[src/rtl/operand_swap_pipe.sv]
// operand_swap_pipe
//   Two-stage operand-swap stage that sits ahead of the alignment shifter in
//   the fused multiply-add datapath. Each beat presents two operands. The
//   stage forwards them either straight or exchanged. In manual mode the
//   external select makes the choice. In auto mode an unsigned magnitude
//   compare makes it, and the larger operand goes to out1. A saturating
//   counter records how many swapped beats have entered the output stage.
//
// Ports
//   clk, rst          rising-edge clock, synchronous active-high reset
//   in_valid/in_ready input handshake (in_ready is combinational from out_ready)
//   op1, op2          input operands, WIDTH bits
//   sel, mode         manual swap select; 0 = manual, 1 = auto compare
//   out_valid/out_ready output handshake
//   out1, out2        result operands, WIDTH bits
//   swapped           1 = out1/out2 carry op2/op1 for the current beat
//   cnt_clr           clear the swap counter (wins over increment)
//   swap_cnt          saturating count of swapped beats entering S2
module operand_swap_pipe #(
  parameter int unsigned WIDTH = 48,
  parameter int unsigned CNT_W = 16
) (
  input  logic             clk,
  input  logic             rst,
  input  logic             in_valid,
  output logic             in_ready,
  input  logic [WIDTH-1:0] op1,
  input  logic [WIDTH-1:0] op2,
  input  logic             sel,
  input  logic             mode,
  output logic             out_valid,
  input  logic             out_ready,
  output logic [WIDTH-1:0] out1,
  output logic [WIDTH-1:0] out2,
  output logic             swapped,
  input  logic             cnt_clr,
  output logic [CNT_W-1:0] swap_cnt
);

  localparam logic [CNT_W-1:0] CNT_MAX = {CNT_W{1'b1}};

  // Stage S1 holds the raw operands and the swap decision.
  logic             s1_valid;
  logic [WIDTH-1:0] s1_op1;
  logic [WIDTH-1:0] s1_op2;
  logic             s1_swap;

  logic s2_adv_c;
  logic in_fire_c;
  logic s2_load_c;
  logic swap_dec_c;

  // Handshake and swap-decision logic.
  // out_valid is the S2 valid flag itself.
  always_comb begin
    s2_adv_c   = 1'b0;
    in_ready   = 1'b0;
    in_fire_c  = 1'b0;
    s2_load_c  = 1'b0;
    swap_dec_c = 1'b0;

    s2_adv_c   = !out_valid || out_ready;
    in_ready   = !s1_valid || s2_adv_c;
    in_fire_c  = in_valid && in_ready;
    s2_load_c  = s1_valid && s2_adv_c;
    // On a tie the operands stay straight.
    swap_dec_c = mode ? (op2 > op1) : sel;
  end

  // S1 register: valid follows in_valid whenever S1 can move.
  // Operands load only on an accepted beat.
  always_ff @(posedge clk) begin
    if (rst) begin
      s1_valid <= 1'b0;
      s1_op1   <= '0;
      s1_op2   <= '0;
      s1_swap  <= 1'b0;
    end else begin
      if (in_ready) begin
        s1_valid <= in_valid;
      end
      if (in_fire_c) begin
        s1_op1  <= op1;
        s1_op2  <= op2;
        s1_swap <= swap_dec_c;
      end
    end
  end

  // S2 register: the data outputs change only when a beat loads.
  // They hold while the stage is stalled or empty.
  always_ff @(posedge clk) begin
    if (rst) begin
      out_valid <= 1'b0;
      out1      <= '0;
      out2      <= '0;
      swapped   <= 1'b0;
    end else begin
      if (s2_adv_c) begin
        out_valid <= s1_valid;
      end
      if (s2_load_c) begin
        out1    <= s1_swap ? s1_op2 : s1_op1;
        out2    <= s1_swap ? s1_op1 : s1_op2;
        swapped <= s1_swap;
      end
    end
  end

  // Swap counter: cnt_clr wins over increment, and the count saturates at all-ones.
  always_ff @(posedge clk) begin
    if (rst) begin
      swap_cnt <= '0;
    end else if (cnt_clr) begin
      swap_cnt <= '0;
    end else if (s2_load_c && s1_swap && (swap_cnt != CNT_MAX)) begin
      swap_cnt <= swap_cnt + CNT_W'(1);
    end
  end

endmodule

[config.mk]
export PLATFORM = sky130hd
export DESIGN_NAME = operand_swap_pipe
export DESIGN_NICKNAME = d
export VERILOG_FILES = /design/src/rtl/operand_swap_pipe.sv
export SDC_FILE = /design/constraint.sdc
export NUM_CORES = 1
export LEC_CHECK = 0
export CORE_MARGIN = 3
export CORE_UTILIZATION = 40
export DETAILED_ROUTE_END_ITERATION = 8
export GPL_TIMING_DRIVEN = 0
export PLACE_DENSITY = 0.75
export RECOVER_POWER = 50
export SETUP_SLACK_MARGIN = 0.4
export SLEW_MARGIN = 25
export SYNTH_ARGS = -nofsm -noshare
export SYNTH_HDL_FRONTEND = slang
export SYNTH_SLANG_ARGS = --single-unit
[constraint.sdc]
create_clock -name clk -period 3.5 [get_ports clk]
set_clock_uncertainty 0.1 [all_clocks]
set_input_delay 0.525 -clock clk [delete_from_list [all_inputs] [get_ports clk]]
set_output_delay 0.525 -clock clk [all_outputs]
set_load 0.01 [all_outputs]
==> impl_metrics.env <==
export IMPL_peakVddDrop_mv=0.220
export IMPL_via_per_inst=5.15
export IMPL_cts_hold_buffers_added=0
export IMPL_syn_area_per_cell_um2=8.53
export IMPL_coreArea_mm2=0.0231
export IMPL_slew_violations=0
export IMPL_syn_nets=1273
export IMPL_cts_clk_slew_worst_paths_ps=60
export IMPL_tightest_slew_ps=679
export IMPL_synthCells=1121
export IMPL_rsz0062_at_grt="false"
export IMPL_crit_slowest_cell="dlygate4sd3_1"
export IMPL_setup_violations=0
export IMPL_synth_common_cells="nand2_1, dfxtp_1, a21oi_1, nor2_1, a211oi_1"
export IMPL_die_w_um=161
export IMPL_max_freq_ghz=0.376
export IMPL_grt_total_usage_pct=21.8
export IMPL_drv_cap=0
export IMPL_crit_fanout=10
export IMPL_cts_resized=0
export IMPL_place_inst=1650
export IMPL_grt_pass1_wl_mm=45.8
export IMPL_boundaryPins=218
export IMPL_first_pass_iters=5
export IMPL_drive_gt1_share_pct=5.02
export IMPL_area_delta_synth_final_pct=33.8
export IMPL_ys_seq_elements=212
export IMPL_synth_edf_count=0
export IMPL_holdWs_ps=368
export IMPL_drc=0
export IMPL_start_util_pct=41.5
export IMPL_power_density_mw_per_mm2=463
export IMPL_wl_per_cell_um=17.2
export IMPL_startpoint_type="input port"
export IMPL_outcome="completed"
export IMPL_fin_crit_ps=2660
export IMPL_synth_most_common_cell="nand2_1"
export IMPL_final_area_mm2=0.0128
export IMPL_synth_area_top_cells="dfxtp_1, mux2i_1, nand2_1"
export IMPL_post_cts_buffers=0
export IMPL_cts_tree="yes"
export IMPL_ant_nets=0
export IMPL_tns_ps=0
export IMPL_clk_latency_ps=500
export IMPL_rows=55
export IMPL_cp_slowest_stage_delay_ps=570
export IMPL_wirelength_mm=29.0
export IMPL_drtIter0Drc=411
export IMPL_root_buffer="clkbuf_16"
export IMPL_crit_type="in -> reg"
export IMPL_relSlewSlack_pct=54.3
export IMPL_worst_path_dominant_cell_family="buffers and inverters"
export IMPL_clock_path_buffers=3
export IMPL_finalHoldViolations=0
export IMPL_arrival_ps=2980
export IMPL_cts_buffers=23
export IMPL_worst_endpoint_required_ps=3810
export IMPL_final_util_pct=55.5
export IMPL_gp_congestion=0.916
export IMPL_crit_top_cell="clkbuf_1"
export IMPL_synth_ff_type="dfxtp_1"
export IMPL_grt_start_max_net_pins=14
export IMPL_port_buffers=216
export IMPL_synth_cell_types=43
export IMPL_final_nets=1514
export IMPL_antenna_found_initial=1
export IMPL_grt_pass1_vias=8490
export IMPL_die_h_um=161
export IMPL_clock_sinks=212
export IMPL_seq_area_frac_synth_pct=44.4
export IMPL_placed_cell_area_mm2=0.0121
export IMPL_crit_chain="dlygate4sd3_1 -> nand2b_1 -> and2_1 -> clkbuf_1 -> clkbuf_1 -> clkbuf_1 -> nor2_1 -> a211oi_1"
export IMPL_htreeDepth=1
export IMPL_endpoint_kind="register"
export IMPL_synth_top_area_share_pct=44.4
export IMPL_ys_warn_count=0
export IMPL_synth_top_cell_by_area="dfxtp_1"
export IMPL_leakagePower_nw=5.18
export IMPL_vias=8690
export IMPL_netlist_area_mm2=0.00956
export IMPL_worstHoldPathType="reg -> reg"
export IMPL_async_flop_share_pct=0
export IMPL_path_buf_inv=4
export IMPL_dp_hpwl_mm=22.1
export IMPL_die_area_mm2=0.0258
export IMPL_instances_no_fill=1689
export IMPL_finalCritPeriodShare_pct=76.1
export IMPL_gr_total_overflow=0
-- cell families (layout without fill, tap and decap cells) --
| kind of cell | Yosys count | in the layout | synth area share (%) |
|---|---|---|---|
| adders and majority gates | 49 | 49 | 6.41 |
| and+or+nand+nor | 382 | 382 | 16.7 |
| AOI/OAI and AO/OA | 238 | 238 | 15.6 |
| DFF | 212 | 212 | 44.4 |
| muxes | 97 | 97 | 10.2 |
| xor gates and xnor gates | 13 | 13 | 1.19 |
| other | 0 | 1 | 0 |
| buffers and inverters | 130 | 384 | 5.59 |
-- cells in the final DEF (no fill, tap or decap), drive strengths merged, types with 30 or more instances in the layout --
cell type,instances
a211oi,99
mux2i,97
dlygate4sd3,108
nor2,118
clkdlybuf4s50,108
a21oi,121
buf,30
ha,49
dfxtp,212
nand2,216
inv,53
clkbuf,82
-- stage by stage --
stage / total power, mW / worst slack (ps)
global placement: 3.66 / 478
detailed placement: 3.68 / 491
global route: 6.16 / 666
finish: 5.92 / 837
CTS: 6.00 / 1000
floorplan: 3.20 / 1420
-- layout make-up --
type	instances	area [µm²]
fill	2139	10300
multi-input combinational	779	4750
sequential	212	4240
timing repair buffer	216	2160
clock buffer	34	667
tap	313	392
buffer	78	333
inverter	52	195
clock inverter	4	48.8
antenna	1	2.50
-- layer usage --
layer	up-vias	part of all wire (%)	track usage (%)
met2	274	47	37.1
met4	0	2.8	6.55
met1	4039	44	28.7
met3	44	6.3	3.10
li1	4333	-	-
met5	-	0	0
-- state kept, by name, summed over array words and instances, names as in the netlist --
register and count:
out1 48, out2 48, out_valid 1, s1_op1 48, s1_op2 48, s1_swap 1
s1_valid 1, swap_cnt 16, swapped 1
-- report_power, final --
part	internal [mW]	switching, mW
combinational	0.435	0.511
clock	1.38	0.943
sequential	2.56	0.0926
total	4.37	1.55
-- worst min-delay path: stages (launching register included) --
cell     delay (ps)
dfxtp_1         320
nand2_1          50
a21oi_1          50
-- final timing paths --
kind / startpoint / endpoint / slack (ps) / cells past startpoint
hold reg to reg: s1_op1[27]$_SDFFE_PP0P_ / s1_op1[27]$_SDFFE_PP0P_ / 370 / 2
setup reg to reg: out_valid$_SDFFE_PP0P_ / out1[23]$_SDFFE_PP0P_ / 1130 / 7
hold / removal: s1_op1[27]$_SDFFE_PP0P_ / s1_op1[27]$_SDFFE_PP0P_ / 370 / 2
setup / recovery: out_ready / out1[23]$_SDFFE_PP0P_ / 840 / 8
(Power assumes the default switching activity.)
